--- src/rtl/posit_adj_pkg.sv ---
// posit_adj_pkg: shared widths and controller state encoding for the adjustment arbiter
package posit_adj_pkg;
    localparam int E_W   = 10;
    localparam int M_W   = 64;
    localparam int EXP_W = 3;
    localparam int K_W   = 6;

    typedef enum logic [2:0] {
        IDLE  = 3'd0,
        ISSUE = 3'd1,
        WAIT  = 3'd2,
        ACK   = 3'd3,
        DRAIN = 3'd4,
        RESP  = 3'd5
    } state_t;
endpackage

--- src/rtl/adj_arbiter_rr_arb2.sv ---
// rr_arb2: two-way round-robin grant favouring the lane that did not win last
module rr_arb2 (
    input  logic [1:0] req_valid,
    input  logic       last_grant,
    output logic       gnt,
    output logic       any
);
    assign any = |req_valid;
    assign gnt = (&req_valid) ? ~last_grant : req_valid[1];
endmodule

--- src/rtl/adj_arbiter.sv ---
// adj_arbiter: shares one normalisation/adjustment unit between two multiplier lanes
module adj_arbiter
    import posit_adj_pkg::*;
#(
    parameter int TIMEOUT_CYC = 80,
    parameter int E_W         = posit_adj_pkg::E_W,
    parameter int M_W         = posit_adj_pkg::M_W
) (
    input  logic             clk,
    input  logic             rst_n,
    input  logic [1:0]       req_valid,
    output logic [1:0]       req_ready,
    input  logic [E_W-1:0]   req_E_raw0,
    input  logic [E_W-1:0]   req_E_raw1,
    input  logic [M_W-1:0]   req_mant0,
    input  logic [M_W-1:0]   req_mant1,
    input  logic [1:0]       req_sign,
    output logic [1:0]       rsp_valid,
    input  logic [1:0]       rsp_ready,
    output logic [M_W-1:0]   rsp_mant,
    output logic [EXP_W-1:0] rsp_exp,
    output logic [K_W-1:0]   rsp_k,
    output logic             rsp_sign,
    output logic             rsp_zero,
    output logic             u_start,
    output logic [E_W-1:0]   u_E_raw,
    output logic [M_W-1:0]   u_mant_prod,
    output logic             u_sign,
    output logic             u_recieved,
    input  logic             u_done,
    input  logic [M_W-1:0]   u_mant_adj,
    input  logic [EXP_W-1:0] u_adj_exp,
    input  logic [K_W-1:0]   u_adj_k,
    input  logic             u_sign_out,
    output logic             err_timeout
);
    localparam int WD_W = $clog2(TIMEOUT_CYC + 1);

    state_t           state_q, state_d;
    logic             last_q, last_d, lane_q, lane_d, err_q, err_d;
    logic [WD_W-1:0]  wd_q, wd_d;
    logic [E_W-1:0]   e_q, e_d;
    logic [M_W-1:0]   m_q, m_d;
    logic             s_q, s_d;
    logic [M_W-1:0]   rm_q, rm_d;
    logic [EXP_W-1:0] rx_q, rx_d;
    logic [K_W-1:0]   rk_q, rk_d;
    logic             rs_q, rs_d, rz_q, rz_d;
    logic             gnt, any, acc;
    logic [E_W-1:0]   sel_e;
    logic [M_W-1:0]   sel_m;
    logic             sel_s;

    rr_arb2 u_arb (
        .req_valid  (req_valid),
        .last_grant (last_q),
        .gnt        (gnt),
        .any        (any)
    );

    assign acc         = (state_q == IDLE) && !err_q && any;
    assign req_ready   = acc ? (gnt ? 2'b10 : 2'b01) : 2'b00;
    assign rsp_valid   = (state_q == RESP) ? (lane_q ? 2'b10 : 2'b01) : 2'b00;
    assign u_start     = (state_q == ISSUE);
    assign u_recieved  = (state_q == ACK);
    assign sel_e       = gnt ? req_E_raw1 : req_E_raw0;
    assign sel_m       = gnt ? req_mant1 : req_mant0;
    assign sel_s       = req_sign[gnt];
    assign u_E_raw     = e_q;
    assign u_mant_prod = m_q;
    assign u_sign      = s_q;
    assign rsp_mant    = rm_q;
    assign rsp_exp     = rx_q;
    assign rsp_k       = rk_q;
    assign rsp_sign    = rs_q;
    assign rsp_zero    = rz_q;
    assign err_timeout = err_q;

    // Controller and datapath registers; reset also abandons any in-flight request
    always_ff @(posedge clk or negedge rst_n) begin
        if (!rst_n) begin
            state_q <= IDLE;
            last_q  <= 1'b1;
            lane_q  <= 1'b0;
            err_q   <= 1'b0;
            wd_q    <= '0;
            e_q     <= '0;
            m_q     <= '0;
            s_q     <= 1'b0;
            rm_q    <= '0;
            rx_q    <= '0;
            rk_q    <= '0;
            rs_q    <= 1'b0;
            rz_q    <= 1'b0;
        end else begin
            state_q <= state_d;
            last_q  <= last_d;
            lane_q  <= lane_d;
            err_q   <= err_d;
            wd_q    <= wd_d;
            e_q     <= e_d;
            m_q     <= m_d;
            s_q     <= s_d;
            rm_q    <= rm_d;
            rx_q    <= rx_d;
            rk_q    <= rk_d;
            rs_q    <= rs_d;
            rz_q    <= rz_d;
        end
    end

    // Next state: accept, zero bypass, unit handshake with watchdog, response hold
    always_comb begin
        state_d = state_q;
        last_d  = last_q;
        lane_d  = lane_q;
        err_d   = err_q;
        wd_d    = wd_q;
        e_d     = e_q;
        m_d     = m_q;
        s_d     = s_q;
        rm_d    = rm_q;
        rx_d    = rx_q;
        rk_d    = rk_q;
        rs_d    = rs_q;
        rz_d    = rz_q;
        case (state_q)
            IDLE: if (acc) begin
                lane_d = gnt;
                last_d = gnt;
                e_d    = sel_e;
                m_d    = sel_m;
                s_d    = sel_s;
                if (sel_m == '0) begin
                    rm_d    = '0;
                    rx_d    = '0;
                    rk_d    = '0;
                    rs_d    = sel_s;
                    rz_d    = 1'b1;
                    state_d = RESP;
                end else begin
                    state_d = ISSUE;
                end
            end
            ISSUE: begin
                wd_d    = '0;
                state_d = WAIT;
            end
            WAIT: if (u_done) begin
                rm_d    = u_mant_adj;
                rx_d    = u_adj_exp;
                rk_d    = u_adj_k;
                rs_d    = u_sign_out;
                rz_d    = 1'b0;
                wd_d    = '0;
                state_d = ACK;
            end else if (wd_q == WD_W'(TIMEOUT_CYC - 1)) begin
                err_d   = 1'b1;
                wd_d    = '0;
                state_d = IDLE;
            end else begin
                wd_d = wd_q + 1'b1;
            end
            ACK:   state_d = DRAIN;
            DRAIN: state_d = u_done ? DRAIN : RESP;
            RESP:  state_d = rsp_ready[lane_q] ? IDLE : RESP;
            default: state_d = IDLE;
        endcase
    end
endmodule

--- config.mk ---
export PLATFORM = sky130hd
export DESIGN_NAME = adj_arbiter
export DESIGN_NICKNAME = d
export VERILOG_FILES = /design/src/rtl/posit_adj_pkg.sv /design/src/rtl/adj_arbiter_rr_arb2.sv /design/src/rtl/adj_arbiter.sv
export SDC_FILE = /design/constraint.sdc
export NUM_CORES = 1
export LEC_CHECK = 0
export ABC_AREA = 1
export CORE_MARGIN = 10
export CORE_UTILIZATION = 45
export CTS_CLUSTER_SIZE = 8
export DETAILED_ROUTE_END_ITERATION = 8
export DONT_BUFFER_PORTS = 1
export HOLD_SLACK_MARGIN = 0.03
export SLEW_MARGIN = 20
export SYNTH_ARGS = -nofsm -noshare
export SYNTH_HDL_FRONTEND = slang
export SYNTH_HIERARCHICAL = 1
export SYNTH_SLANG_ARGS = --single-unit
--- constraint.sdc ---
create_clock -name clk -period 5.8 [get_ports clk]
set_input_delay 0.29 -clock clk [delete_from_list [all_inputs] [get_ports clk]]
set_output_delay 0.29 -clock clk [all_outputs]
set_load 0.005 [all_outputs]
Word level (Yosys, flattened, before mapping)
Index checks and enable logic that the tools add are counted.
{"block": "totals", "regBits": 163, "in_bits": 231, "wordCells": 82}
{"block": "classes", "n_addsub": 1, "n_lt_le_gt_ge": 2, "n_eq_ne": 10, "mux": 41, "bitwise_logic": 2, "reduce_logical": 13}
{"operator": "64-bit 2-to-1 mux", "count": 4}
{"operator": "64-bit one-hot mux with 2 select lines", "count": 1}
{"operator": "64-bit logical NOT", "count": 1}
{"operator": "3-bit 2-to-1 mux", "count": 8}
{"operator": "6-bit 2-to-1 mux", "count": 3}
{"operator": "3-bit one-hot mux with 6 select lines", "count": 1}
{"operator": "7-bit 2-to-1 mux", "count": 2}
{"operator": "7-bit one-hot mux with 2 select lines", "count": 1}
{"operator": "1-bit 2-to-1 mux", "count": 12}
{"operator": "6-bit one-hot mux with 2 select lines", "count": 1}
{"operator": "10-bit 2-to-1 mux", "count": 1}
{"operator": "2-bit 2-to-1 mux", "count": 4}
{"operator": "7-bit by 1-bit adder with 7-bit output, second input constant", "count": 1}
{"operator": "7-bit equality test, second input constant", "count": 1}
{"operator": "3-bit by 2-bit equality test with 1-bit output, second input constant", "count": 2}
{"operator": "3-bit equality test, second input constant", "count": 2}
{"operator": "3-bit one-hot mux with 2 select lines", "count": 1}
{"operator": "2-bit AND reduction", "count": 3}
{"operator": "1-bit by 2-bit < comparator with 1-bit output, second input constant", "count": 2}
{"operator": "2-bit != test, second input constant", "count": 2}
{"operator": "1-bit one-hot mux with 2 select lines", "count": 2}
{"operator": "4-bit AND reduction", "count": 1}
{"operator": "2-bit nonzero test", "count": 2}
{"operator": "3-bit by 1-bit equality test with 1-bit output, second input constant", "count": 1}
{"operator": "other kinds (8)", "count": 10}

Depth between registers and ports, before layout
Gate-level depths: netlist of the first run.
{"block": "depth", "depth_word": 7, "depth_mapped": 18}

Hierarchy
The synthesis of the first run kept the hierarchy.
{"mod": "adj_arbiter", "instances": 1, "cells_each": 975, "area_each_um2": 7841.3, "seq_area_each_um2": 4080.2}
{"mod": "rr_arb2", "instances": 1, "cells_each": 3, "area_each_um2": 15.0, "seq_area_each_um2": 0.0}

Worst setup path after synthesis of the first run
Ideal clock, no wire load.
{"block": "synth_timing", "kind": "register -> register", "start": "register last_q", "end": "register rm_q[10] (netlist: rsp_mant[10])", "setup_ns": 0.119, "arrival_ns": 1.975, "slack_ns": 3.706, "stages_incl_launch_ff": 15, "synth_period_minus_slack_ns": 2.094, "cell_sequence": "dfstp_2 > a21oi_1 > buf_6 > buf_6 > or2_1 > o21ai_1 > nand3_1 > nor2_1 > nand3_1 > nor2_2 > nand2_1 > buf_6 > buf_6 > nand3_2 > nand2_1"}
{"block": "synth_between", "elab_chain_cells": 6}
{"element": "start, declared", "line": "adj_arbiter.sv:40", "rtl": "logic last_q, last_d, lane_q, lane_d, err_q, err_d;"}
{"element": "start signal, assigned", "line": "adj_arbiter.sv:97", "rtl": "last_q <= last_d;"}
{"element": "1-bit inverter", "line": "adj_arbiter_rr_arb2.sv:9", "rtl": "assign gnt = (&req_valid) ? ~last_grant : req_valid[1];"}
{"element": "1-bit 2-to-1 mux", "line": "adj_arbiter_rr_arb2.sv:9"}
{"element": "net gnt", "line": "adj_arbiter.sv:49", "rtl": "logic gnt, any, acc;"}
{"element": "64-bit 2-to-1 mux", "line": "adj_arbiter.sv:67", "rtl": "assign sel_m = gnt ? req_mant1 : req_mant0;"}
{"element": "64-bit logical NOT", "line": "adj_arbiter.sv:134", "rtl": "if (sel_m == '0) begin"}
{"element": "2-bit by 1-bit != test with 1-bit output (no line)"}
{"element": "4-bit AND reduction (no line)"}
{"element": "end signal, assigned", "line": "adj_arbiter.sv:104", "rtl": "rm_q <= rm_d;"}
{"element": "end, declared", "line": "adj_arbiter.sv:45", "rtl": "logic [M_W-1:0] rm_q, rm_d;"}
The timed path passes the listed nets, and every way through them passes these cells.
A chain may end at the register's enable or synchronous reset.

Final worst setup path of the first run
{"block": "layout_timing", "start": "register last_q", "end": "register rx_q[2] (netlist: rsp_exp[2])"}
{"block": "layout_between", "elab_chain_cells": 6}
{"element": "1-bit inverter", "line": "adj_arbiter_rr_arb2.sv:9"}
{"element": "1-bit 2-to-1 mux", "line": "adj_arbiter_rr_arb2.sv:9"}
{"element": "net gnt", "line": "adj_arbiter.sv:49"}
{"element": "64-bit 2-to-1 mux", "line": "adj_arbiter.sv:67"}
{"element": "64-bit logical NOT", "line": "adj_arbiter.sv:134"}
{"element": "2-bit by 1-bit != test with 1-bit output (no line)"}
{"element": "4-bit AND reduction (no line)"}
{"element": "end signal, assigned", "line": "adj_arbiter.sv:105", "rtl": "rx_q <= rx_d;"}
{"element": "end, declared", "line": "adj_arbiter.sv:46", "rtl": "logic [EXP_W-1:0] rx_q, rx_d;"}
The timed path passes the listed nets, and every way through them passes these cells.

==> results of run 1 <==
-- what timing repair did --
| action | in CTS | in global routing |
|---|---|---|
| hold buffers | 106 | 0 |
| buffers inserted | 0 | 0 |
| hold endpoints to repair | 253 | 0 |
-- per-layer routing --
layer	global-route usage	part of all wire	up-vias
met5	0	0	-
met4	0.0793	0.020	0
met3	0.0866	0.095	30
met2	0.373	0.50	294
met1	0.252	0.38	3121
li1	-	-	3235
-- cells by family after synthesis --
| group | count (synthesis) | synth area share |
|---|---|---|
| xor+xnor | 2 | 0.00223 |
| buf+inv | 135 | 0.0795 |
| simple gates | 568 | 0.324 |
| compound gates | 109 | 0.0736 |
| fa+ha+maj | 1 | 0.00159 |
| flops | 163 | 0.519 |
-- cells in the mapped netlist (all sizes together) (2+ instances only) --
library cell,count
nand2,393
dfrtp,162
nand3,98
inv,80
o21ai,78
nor2,60
buf,28
clkbuf,27
a31oi,20
a21oi,7
nor3,7
or2,6
nor3b,2
o22ai,2
-- worst register-to-register path, cell delays in order, from the launching register on --
cell     delay [ns]
dfstp_2        0.38
a21oi_4        0.64
inv_4          0.36
o21ai_0        0.61
nand3_1        0.15
nor2_1         0.11
nand3_1        0.15
nor2_2         0.19
nand2_4        0.55
nand3_1        0.37
nand2_1        0.07
-- registers in the layout (all words and copies together), names as in the netlist --
register     count
rsp_mant        64
u_mant_prod     64
u_E_raw         10
wd_q             7
rsp_k            6
rsp_exp          3
state_q          3
err_timeout      1
lane_q           1
last_q           1
rsp_sign         1
rsp_zero         1
u_sign           1
-- cell type report --
type / instances / share of cell area
clock inverters: 13 / 0.0145
flip-flops and latches: 163 / 0.426
clock buffers: 19 / 0.0473
well taps: 225 / 0.0294
repair buffers: 111 / 0.117
diodes: 2 / 0.000523
multi-input cells: 680 / 0.334
inverters: 80 / 0.0316
-- through the flow --
step / setup slack [ns] / area (µm²)
2_1_floorplan: 3.71 / 7860
3_3_place_gp: 2.07 / 7890
3_5_place_dp: 2.04 / 7890
4_1_cts: 2.02 / 9560
5_1_grt: 1.73 / 9570
6_report: 2.12 / 9570
-- power by group through the flow --
stage	registers [mW]	logic (mW)	clock network (mW)
floorplan	1.59	0.535	0
global placement	1.69	0.641	0
detailed placement	1.69	0.659	0
CTS	1.67	0.738	1.16
global route	1.70	0.846	1.21
finish	1.67	0.731	1.13
-- worst max-delay path by stage --
stage,start,end,slack [ns],cells past startpoint
2_1_floorplan,last_q,rsp_mant[10],3.71,14
3_3_place_gp,last_q,rsp_k[0],2.07,10
3_5_place_dp,last_q,rsp_exp[2],2.04,10
4_1_cts,last_q,rsp_exp[2],2.02,10
5_1_grt,last_q,rsp_mant[55],1.73,13
6_report,last_q,rsp_exp[2],2.12,10
==> results.yml, run 1 <==
drt:
  wl_um: 26400
  post_drt_via_cell_ratio: 5.17
  post-route-drc-count: 0
  dr.pass1.iters: 4
  routedWlPerCell_um: 20.4
  ant_nets: 0
  routed-via-count: 6680
  drt-initial-drc-count: 361
critical_path:
  worstPathArrival_ns: 3.99
  cpLargestDelayFamily: "simple AND/OR/NAND/NOR gates"
  r2r-end: "rsp_exp[2]"
  required_ns: 6.11
  crit_buf_inv: 1
  crit_path_end_kind: "flip-flop"
  r2r_start: "last_q"
  path_cells: "a21oi_4, inv_4, o21ai_0, nand3_1, nor2_1, nand3_1, nor2_2, nand2_4, nand3_1, nand2_1"
  slowest_stage: "a21oi_4"
  rrSetupSlack_ns: 2.12
  worstSetupPathType: "flip-flop to flip-flop"
  start_kind: "flip-flop"
  cp_max_fo: 75
  path_common_cell: "nand3_1"
  cpPeakStageDelay_ns: 0.64
  reg2reg_depth: 10
power:
  p_int_mw: 2.31
  p_comb_frac: 0.207
  switchingPower_mw: 1.22
  switching_share: 0.345
  finalPower_mw: 3.53
  pwr-share-clk: 0.320
  p_per_area_nw_per_um2: 369
  p_seq_frac: 0.472
  p_leak_nw: 4.95
  irDropWorstVdd_v: 0.000203
timing:
  hold_ws_ns: 0.0452
  setup_tns_ns: 0
  fin_skew_ns: 0.00808
  hold_violations: 0
  period_share: 0.635
  rsz0062_at_grt: "false"
  period_minus_slack_ns: 3.68
  tightest_slew_ns: 1.10
  slew_headroom: 0.269
  fmax_mhz: 271
  final_max_slew_viol_count: 0
  setup_viol: 0
layout:
  postLayoutCoreUtil: 0.557
  final_cell_mix: "nand2_1 (391), dfrtp_1 (162), dlygate4sd3_1 (105), inv_1 (77), o21ai_0 (62)"
  multi_input_area_um2: 3190
  area_growth_pct: 21.8
  final_common_cell: "nand2_1"
  fillCellCount: 1590
  final_cells: 1293
  fin_nets: 1285
  register_area_um2: 4080
  layout-drive-gt1-share: 0.0919
floorplan:
  start_util: 0.457
  dieWidth_um: 152
  fp.dieH_um: 152
  num_rows: 48
  io_pins: 388
  core_area_um2: 17200
  die-area_um2: 23100
yosys:
  synth_edf_count: 0
  syn_inst: 978
  syn_area_um2: 7860
  mappedNetlistNets: 1210
  ys_seq_area_frac: 0.519
  netlist_top_cells_area: "dfrtp_1 (52%), nand2_1 (19%), nand3_2 (6.4%)"
  yosysWarnings: 6
  synth_top_area_cell: "dfrtp_1"
  ys_seq_elements: 163
  avgSynthCellArea_um2: 8.03
  netlist.area_leader.share: 0.516
  synth.distinct_cells: 31
  yosys_most_used_dff: "dfrtp_1"
  async_flop_share: 1.00
clock_tree:
  cts_sinks: 163
  cts.clk_slew.worst_paths_ns: 0.07
  cts_buffers: 17
  clockBufferDepth: 2
  clk_latency_ns: 0.42
  cts_tree: "built"
  htree_levels: 4
  cts_resized: 0
  clockRootBuffer: "clkbuf_16"
min_path:
  hp-start: "u_done"
  min_path_cells: 3
  hp-class: "input pin to flip-flop"
  hold_end: "err_timeout"
placed_design:
  gp_congestion: 0.821
  placedCellCount: 1153
  hpwl_um: 18900
  portBuffers: 0
outcome:
  status: "finished, final reports clean"
global_route:
  grt_usage: 0.222
  grt_pass1_wl_um: 40900
  antenna_found_initial: 2
  grt_pass1_vias: 6852
  grt_max_degree: 164
  grt-ovfl-total: 0
flow_run:
  maxCapViolations: 0
Power figures use the tool's default switching activity.
==> run 2, diff against run 1 <==
Clock period 5.8 ns to 3.39 ns, I/O delays scaled along.
==> run 2 against run 1 <==
The flow now finishes with violations (hold timing). Clock skew increased by 0.0031 ns. Via count increased by 5.6%. Core utilization increased by 4.6 points. Flip-flop and latch count unchanged. Clock power increased by 74%. Register-to-register slack got worse by 1.4 ns. Maximum frequency increased by 35%. Largest power group unchanged. Highest routed layer unchanged.
==> results.yml, run 2 (synthesis gave the netlist of run 1 again) <==
outcome:
  status: "finished, violations left"
  violations: "hold timing"
clock_tree:
  clockBufferDepth: 2
  cts_sinks: 163
  cts_buffers: 17
  cts_tree: "built"
  htree_levels: 4
  cts_resized: 0
  clockRootBuffer: "clkbuf_16"
  cts.clk_slew.worst_paths_ns: 0.07
  clk_latency_ns: 0.42
critical_path:
  slowest_stage: "nor2_1"
  reg2reg_depth: 8
  cpPeakStageDelay_ns: 0.77
  worstPathArrival_ns: 3.09
  required_ns: 3.75
  r2r_start: "state_q[2]"
  crit_path_end_kind: "flip-flop"
  path_cells: "nor2_1, nand2_1, inv_1, nand3_4, nor2_1, nand2_1, nand3_1, dlygate4sd3_1"
  crit_buf_inv: 2
  cpLargestDelayFamily: "simple AND/OR/NAND/NOR gates"
  start_kind: "flip-flop"
  worstSetupPathType: "flip-flop to flip-flop"
  r2r-end: "u_E_raw[6]"
  cp_max_fo: 11
  rrSetupSlack_ns: 0.67
global_route:
  grt_max_degree: 164
  grt_pass1_wl_um: 41900
  antenna_found_initial: 1
  grt_pass1_vias: 7358
  grt_usage: 0.226
  grt-ovfl-total: 0
floorplan:
  core_area_um2: 17200
  fp.dieH_um: 152
  start_util: 0.457
  die-area_um2: 23100
  dieWidth_um: 152
  num_rows: 48
  io_pins: 388
drt:
  wl_um: 27300
  drt-initial-drc-count: 356
  routed-via-count: 7056
  ant_nets: 0
  post_drt_via_cell_ratio: 5.15
  post-route-drc-count: 0
  dr.pass1.iters: 7
  routedWlPerCell_um: 19.9
layout:
  final_cells: 1370
  fin_nets: 1363
  final_cell_area_um2: 10400
  final_cell_mix: "nand2_1 (391), dlygate4sd3_1 (180), dfrtp_1 (162), inv_1 (77), o21ai_0 (62)"
  layout-drive-gt1-share: 0.0874
  final_common_cell: "nand2_1"
  area_growth_pct: 31.8
timing:
  hold_ws_ns: -0.561
  hold_violations: 163
  setup_viol: 0
  tightest_slew_ns: 1.11
  final_max_slew_viol_count: 0
  period_minus_slack_ns: 2.72
  slew_headroom: 0.259
  setup_tns_ns: 0
  fin_skew_ns: 0.0112
  period_share: 0.803
  rsz0062_at_grt: "false"
  fmax_mhz: 367
placed_design:
  placedCellCount: 1157
  gp_congestion: 0.815
  dpl_cell_area_um2: 7950
  portBuffers: 0
  hpwl_um: 18900
power:
  pwr-share-clk: 0.322
  p_comb_frac: 0.210
  irDropWorstVdd_v: 0.000354
  switching_share: 0.333
  p_seq_frac: 0.468
  p_leak_nw: 5.32
  switchingPower_mw: 2.04
  p_per_area_nw_per_um2: 590
  p_int_mw: 4.07
min_path:
  hp-class: "input pin to async pin"
flow_run:
  maxCapViolations: 0
run 2: cell types whose count changed in the layout (fill, tap and decap cells not counted), sizes merged:
cell | before | now
clkinvlp | 1 | 4
inv | 87 | 84
diode | 2 | 1
dlygate4sd3 | 105 | 180
buf | 6 | 9
clkinv | 4 | 2
clkbuf | 19 | 20
bufinv | 1 | 2
run 2: cell type report:
cell class	count	area, µm²
clock buffer	20	457
fill	1502	6820
multi-input combinational	680	3190
sequential	163	4080
inverter	80	303
timing repair buffer	189	1890
clock inverter	12	145
tap	225	282
antenna	1	2.50
run 2: per-stage QoR:
stage	total power [mW]	hold slack (ns)	util	worst slack (ns)
after floorplan	3.64	-0.126	-	1.30
after global placement	3.98	-0.121	0.463	0.709
after detailed placement	4.04	-0.120	0.463	0.660
after CTS	6.17	-0.575	0.602	0.436
after global routing	6.47	-0.589	0.603	0.404
final	6.11	-0.561	0.603	0.667
run 2: worst max path at each step:
stage	from	to	slack [ns]	cells after the start
CTS	state_q[2]	u_E_raw[4]	0.44	8
global placement	last_q	rsp_k[0]	0.71	13
detailed placement	last_q	rsp_mant[63]	0.66	13
global route	state_q[2]	u_E_raw[0]	0.40	8
finish	state_q[2]	u_E_raw[6]	0.67	8
floorplan	last_q	rsp_mant[10]	1.30	14
run 2: repair_timing:
item	CTS	global route
hold endpoints to repair	301	164
buffers inserted	0	0
hold buffers	179	1
run 2: power by group through the flow:
| stage | clock [mW] | sequential [mW] | combinational [mW] |
|---|---|---|---|
| after floorplan | 0 | 2.73 | 0.915 |
| after global placement | 0 | 2.89 | 1.09 |
| after detailed placement | 0 | 2.91 | 1.13 |
| after CTS | 2.01 | 2.87 | 1.29 |
| after global routing | 2.10 | 2.91 | 1.46 |
| final | 1.97 | 2.86 | 1.28 |
run 2: layer usage:
metal / share of wire / vias to the layer above / track usage
met5: 0 / - / 0
met4: 0.030 / 0 / 0.0894
met3: 0.098 / 44 / 0.0988
met2: 0.50 / 321 / 0.382
met1: 0.37 / 3302 / 0.243
li1: - / 3389 / -
==> run 3, diff against run 2 <==
Settings changed: ABC_AREA 1 to 0, CORE_AREA from default to 10 10 144 146, CORE_MARGIN 10 to default, CORE_UTILIZATION 45 to default, DIE_AREA from default to 0 0 154 156.
Clock period 3.39 ns to 2.4 ns, I/O delays scaled along.
==> run 3 against run 2 <==
Synthesized cell count shrank 19%. The flow now stops in clock tree synthesis (4_1_cts). Synthesized area is 4.7% lower.
==> results.yml, run 3 <==
floorplan:
  fp.dieH_um: 156
  start_util: 0.420
  num_rows: 49
  io_pins: 388
  dieWidth_um: 154
yosys:
  synth_edf_count: 0
  ys_seq_area_frac: 0.545
  synth.most_common_cell: "nand2_1"
  mappedNetlistNets: 1023
  syn_inst: 791
  netlist_top_cells_area: "dfrtp_1 (54%), nand2_1 (12%), mux2i_1 (10%)"
  yosys_most_used_dff: "dfrtp_1"
  avgSynthCellArea_um2: 9.47
  async_flop_share: 1.00
  netlist_top_cells_count: "nand2_1 (235), dfrtp_1 (162), o21ai_0 (154), mux2i_1 (77), clkbuf_1 (24)"
  netlist.area_leader.share: 0.541
  synth_top_area_cell: "dfrtp_1"
  ys_seq_elements: 163
  synth.distinct_cells: 49
  yosysWarnings: 6
  syn_area_um2: 7490
clock_tree:
  clockBufferDepth: 2
  postCtsSetupBuffers: 3
  ctsHoldBuffers: 205
  htree_levels: 4
  clockRootBuffer: "clkbuf_16"
  cts_buffers: 17
  cts_sinks: 163
  cts_resized: 6
placed_design:
  portBuffers: 0
  placedCellCount: 985
  hpwl_um: 19400
  dpl_worst_slack_ns: -0.0515
  gp_congestion: 0.897
outcome:
  status: "did not finish"
  lastStage: "clock tree synthesis (4_1_cts)"
  error: "[ERROR RSZ-0060] Max buffer count reached."
## run 3: metrics by stage
stage | hold slack (ns) | util | instance area [µm²] | setup TNS (ns)
2_1_floorplan | -0.176 | - | 7490 | 0
3_3_place_gp | -0.167 | 0.433 | 7730 | 0
3_5_place_dp | -0.168 | 0.433 | 7730 | -1.69
## run 3: cells by family after synthesis
logic type      Yosys count  share of synthesized area
compound gates          180                      0.128
fa+ha+maj                 1                    0.00167
buf+inv                  53                     0.0362
simple gates            314                      0.182
flops                   163                      0.545
mux                      80                      0.107
==> run 4, diff against run 3 <==
Settings changed: CORE_AREA 10 10 144 146 to default, CORE_MARGIN from default to 10, CORE_UTILIZATION from default to 30, CTS_CLUSTER_SIZE 8 to default, DIE_AREA 0 0 154 156 to default, HOLD_SLACK_MARGIN 0.03 to default, PLACE_DENSITY_LB_ADDON from default to 0.15.
Clock period 2.4 ns to 3.1 ns, I/O delays scaled along.
==> run 4 against run 3 <==
Synthesized cell count unchanged. Synthesized area stayed put. The flow now finishes, with violations (hold timing).
==> results.yml, run 4 <==
outcome:
  violations: "hold timing"
  status: "finished, violations left"
floorplan:
  die-area_um2: 31700
  core_area_um2: 24500
  dieWidth_um: 178
  start_util: 0.306
  io_pins: 388
  fp.dieH_um: 178
  num_rows: 57
critical_path:
  worstPathArrival_ns: 3.20
  cpPeakStageDelay_ns: 0.56
  cp_max_fo: 75
  start_kind: "flip-flop"
  r2r_start: "last_q"
  worstSetupPathType: "flip-flop to flip-flop"
  path_cells: "a21boi_4, nor4_1, nand4_1, a221oi_2, and4_2, buf_12, o21ai_0"
  crit_path_end_kind: "flip-flop"
  cpLargestDelayFamily: "simple AND/OR/NAND/NOR gates"
  slowest_stage: "dfstp_2"
  crit_buf_inv: 1
  required_ns: 3.38
  critical_path.startpoint: "last_q"
  cp_num_cells: 7
  reg2reg_depth: 7
power:
  p_leak_nw: 4.55
  p_comb_frac: 0.263
  p_seq_frac: 0.491
  pwr-share-clk: 0.246
  p_int_mw: 5.23
  switchingPower_mw: 3.20
  irDropWorstVdd_v: 0.000316
  finalPower_mw: 8.43
  p_per_area_nw_per_um2: 801
  switching_share: 0.379
global_route:
  antenna_found_initial: 0
  grt_pass1_wl_um: 44600
  grt_max_degree: 164
  grt_pass1_vias: 7338
  grt-ovfl-total: 0
  grt_usage: 0.180
placed_design:
  portBuffers: 0
  dpl_cell_area_um2: 7780
  dpl_worst_slack_ns: 0.137
  hpwl_um: 20700
  gp_congestion: 0.806
  placedCellCount: 1076
layout:
  final_cell_mix: "nand2_1 (234), dlygate4sd3_1 (218), dfrtp_1 (162), o21ai_0 (154), mux2i_1 (77)"
  final_cell_area_um2: 10500
  final_common_cell: "nand2_1"
  final_cells: 1325
  fin_nets: 1221
  area_growth_pct: 40.5
  antenna_cells: 0
  layout-drive-gt1-share: 0.0549
  postLayoutCoreUtil: 0.430
  fillCellCount: 2262
timing:
  period_share: 0.941
  setup_tns_ns: 0
  slew_headroom: 0.469
  tightest_slew_ns: 0.797
  fin_skew_ns: 0.0137
  setup_viol: 0
  fmax_mhz: 343
  hold_ws_ns: -0.572
  final_max_slew_viol_count: 0
  fin_ws_ns: 0.184
  period_minus_slack_ns: 2.92
  rsz0062_at_grt: "false"
  hold_violations: 163
yosys:
  netlist.area_leader.share: 0.541
  syn_inst: 791
  ys_seq_area_frac: 0.545
  netlist_top_cells_area: "dfrtp_1 (54%), nand2_1 (12%), mux2i_1 (10%)"
  synth.most_common_cell: "nand2_1"
  synth_edf_count: 0
  yosysWarnings: 6
  ys_seq_elements: 163
  avgSynthCellArea_um2: 9.47
  synth.distinct_cells: 49
  synth_top_area_cell: "dfrtp_1"
  netlist_top_cells_count: "nand2_1 (235), dfrtp_1 (162), o21ai_0 (154), mux2i_1 (77), clkbuf_1 (24)"
  syn_area_um2: 7490
  yosys_most_used_dff: "dfrtp_1"
  mappedNetlistNets: 1023
  async_flop_share: 1.00
clock_tree:
  clockBufferDepth: 2
  cts_resized: 0
  htree_levels: 4
  postCtsSetupBuffers: 0
  clk_latency_ns: 0.42
  cts_sinks: 163
  clockRootBuffer: "clkbuf_16"
  cts.clk_slew.worst_paths_ns: 0.07
  ctsHoldBuffers: 218
  cts_buffers: 17
  cts_tree: "built"
drt:
  routedWlPerCell_um: 22.1
  dr.pass1.iters: 5
  drt-initial-drc-count: 379
  wl_um: 29300
  routed-via-count: 6770
  post_drt_via_cell_ratio: 5.11
  ant_nets: 0
  post-route-drc-count: 0
flow_run:
  maxCapViolations: 0
min_path:
  hp-class: "input pin to async pin"
run 4: cell counts after synthesis:
Identical to the previous run, type by type.
run 4: final timing paths:
check / slack (ns) / to
hold reg to reg: 0.49 / last_q
setup reg to reg: 0.18 / rsp_mant[24]
min in group clk: 0.01 / u_mant_prod[1]
hold / removal: -0.57 / rsp_mant[38]
max in group asynchronous: 3.41 / last_q
setup / recovery: 0.18 / rsp_mant[24]
run 4: cells by family (layout without fill, tap and decap cells):
kind of cell               after synthesis  after routing  synth area share
DFF                                    163            163             0.545
AOI/OAI and AO/OA                      180            180             0.128
and+or+nand+nor                        314            314             0.182
muxes                                   80             80             0.107
buffers and inverters                   53            263            0.0362
adders and majority gates                1              1           0.00167
run 4: power groups by stage:
stage	clock, mW	combinational [mW]	sequential (mW)
CTS	2.16	2.21	4.17
floorplan	0	1.52	3.69
finish	2.07	2.21	4.14
global route	2.23	2.57	4.28
detailed placement	0	1.90	4.19
global placement	0	1.78	4.20
run 4: final cells by class:
type	instances	area, µm²	area share
sequential	163	4080	0.388
tap	324	405	0.0385
multi-input combinational	575	3160	0.300
clock inverter	12	123	0.0116
clock buffer	19	443	0.0421
timing repair buffer	231	2320	0.220
inverter	1	3.75	0.000357
run 4: worst register-to-register path, stage by stage, from the launching register on:
cell and delay (ns):
dfstp_2 0.56, a21boi_4 0.16, nor4_1 0.48, nand4_1 0.28, a221oi_2 0.47, and4_2 0.35, buf_12 0.27, o21ai_0 0.20
run 4: per-layer routing:
metal | vias to the layer above | global-route usage | share of wire
met2 | 378 | 0.302 | 0.47
met4 | 0 | 0.0681 | 0.028
met1 | 3228 | 0.195 | 0.36
met5 | - | 0 | 0
li1 | 3122 | - | -
met3 | 42 | 0.0844 | 0.14
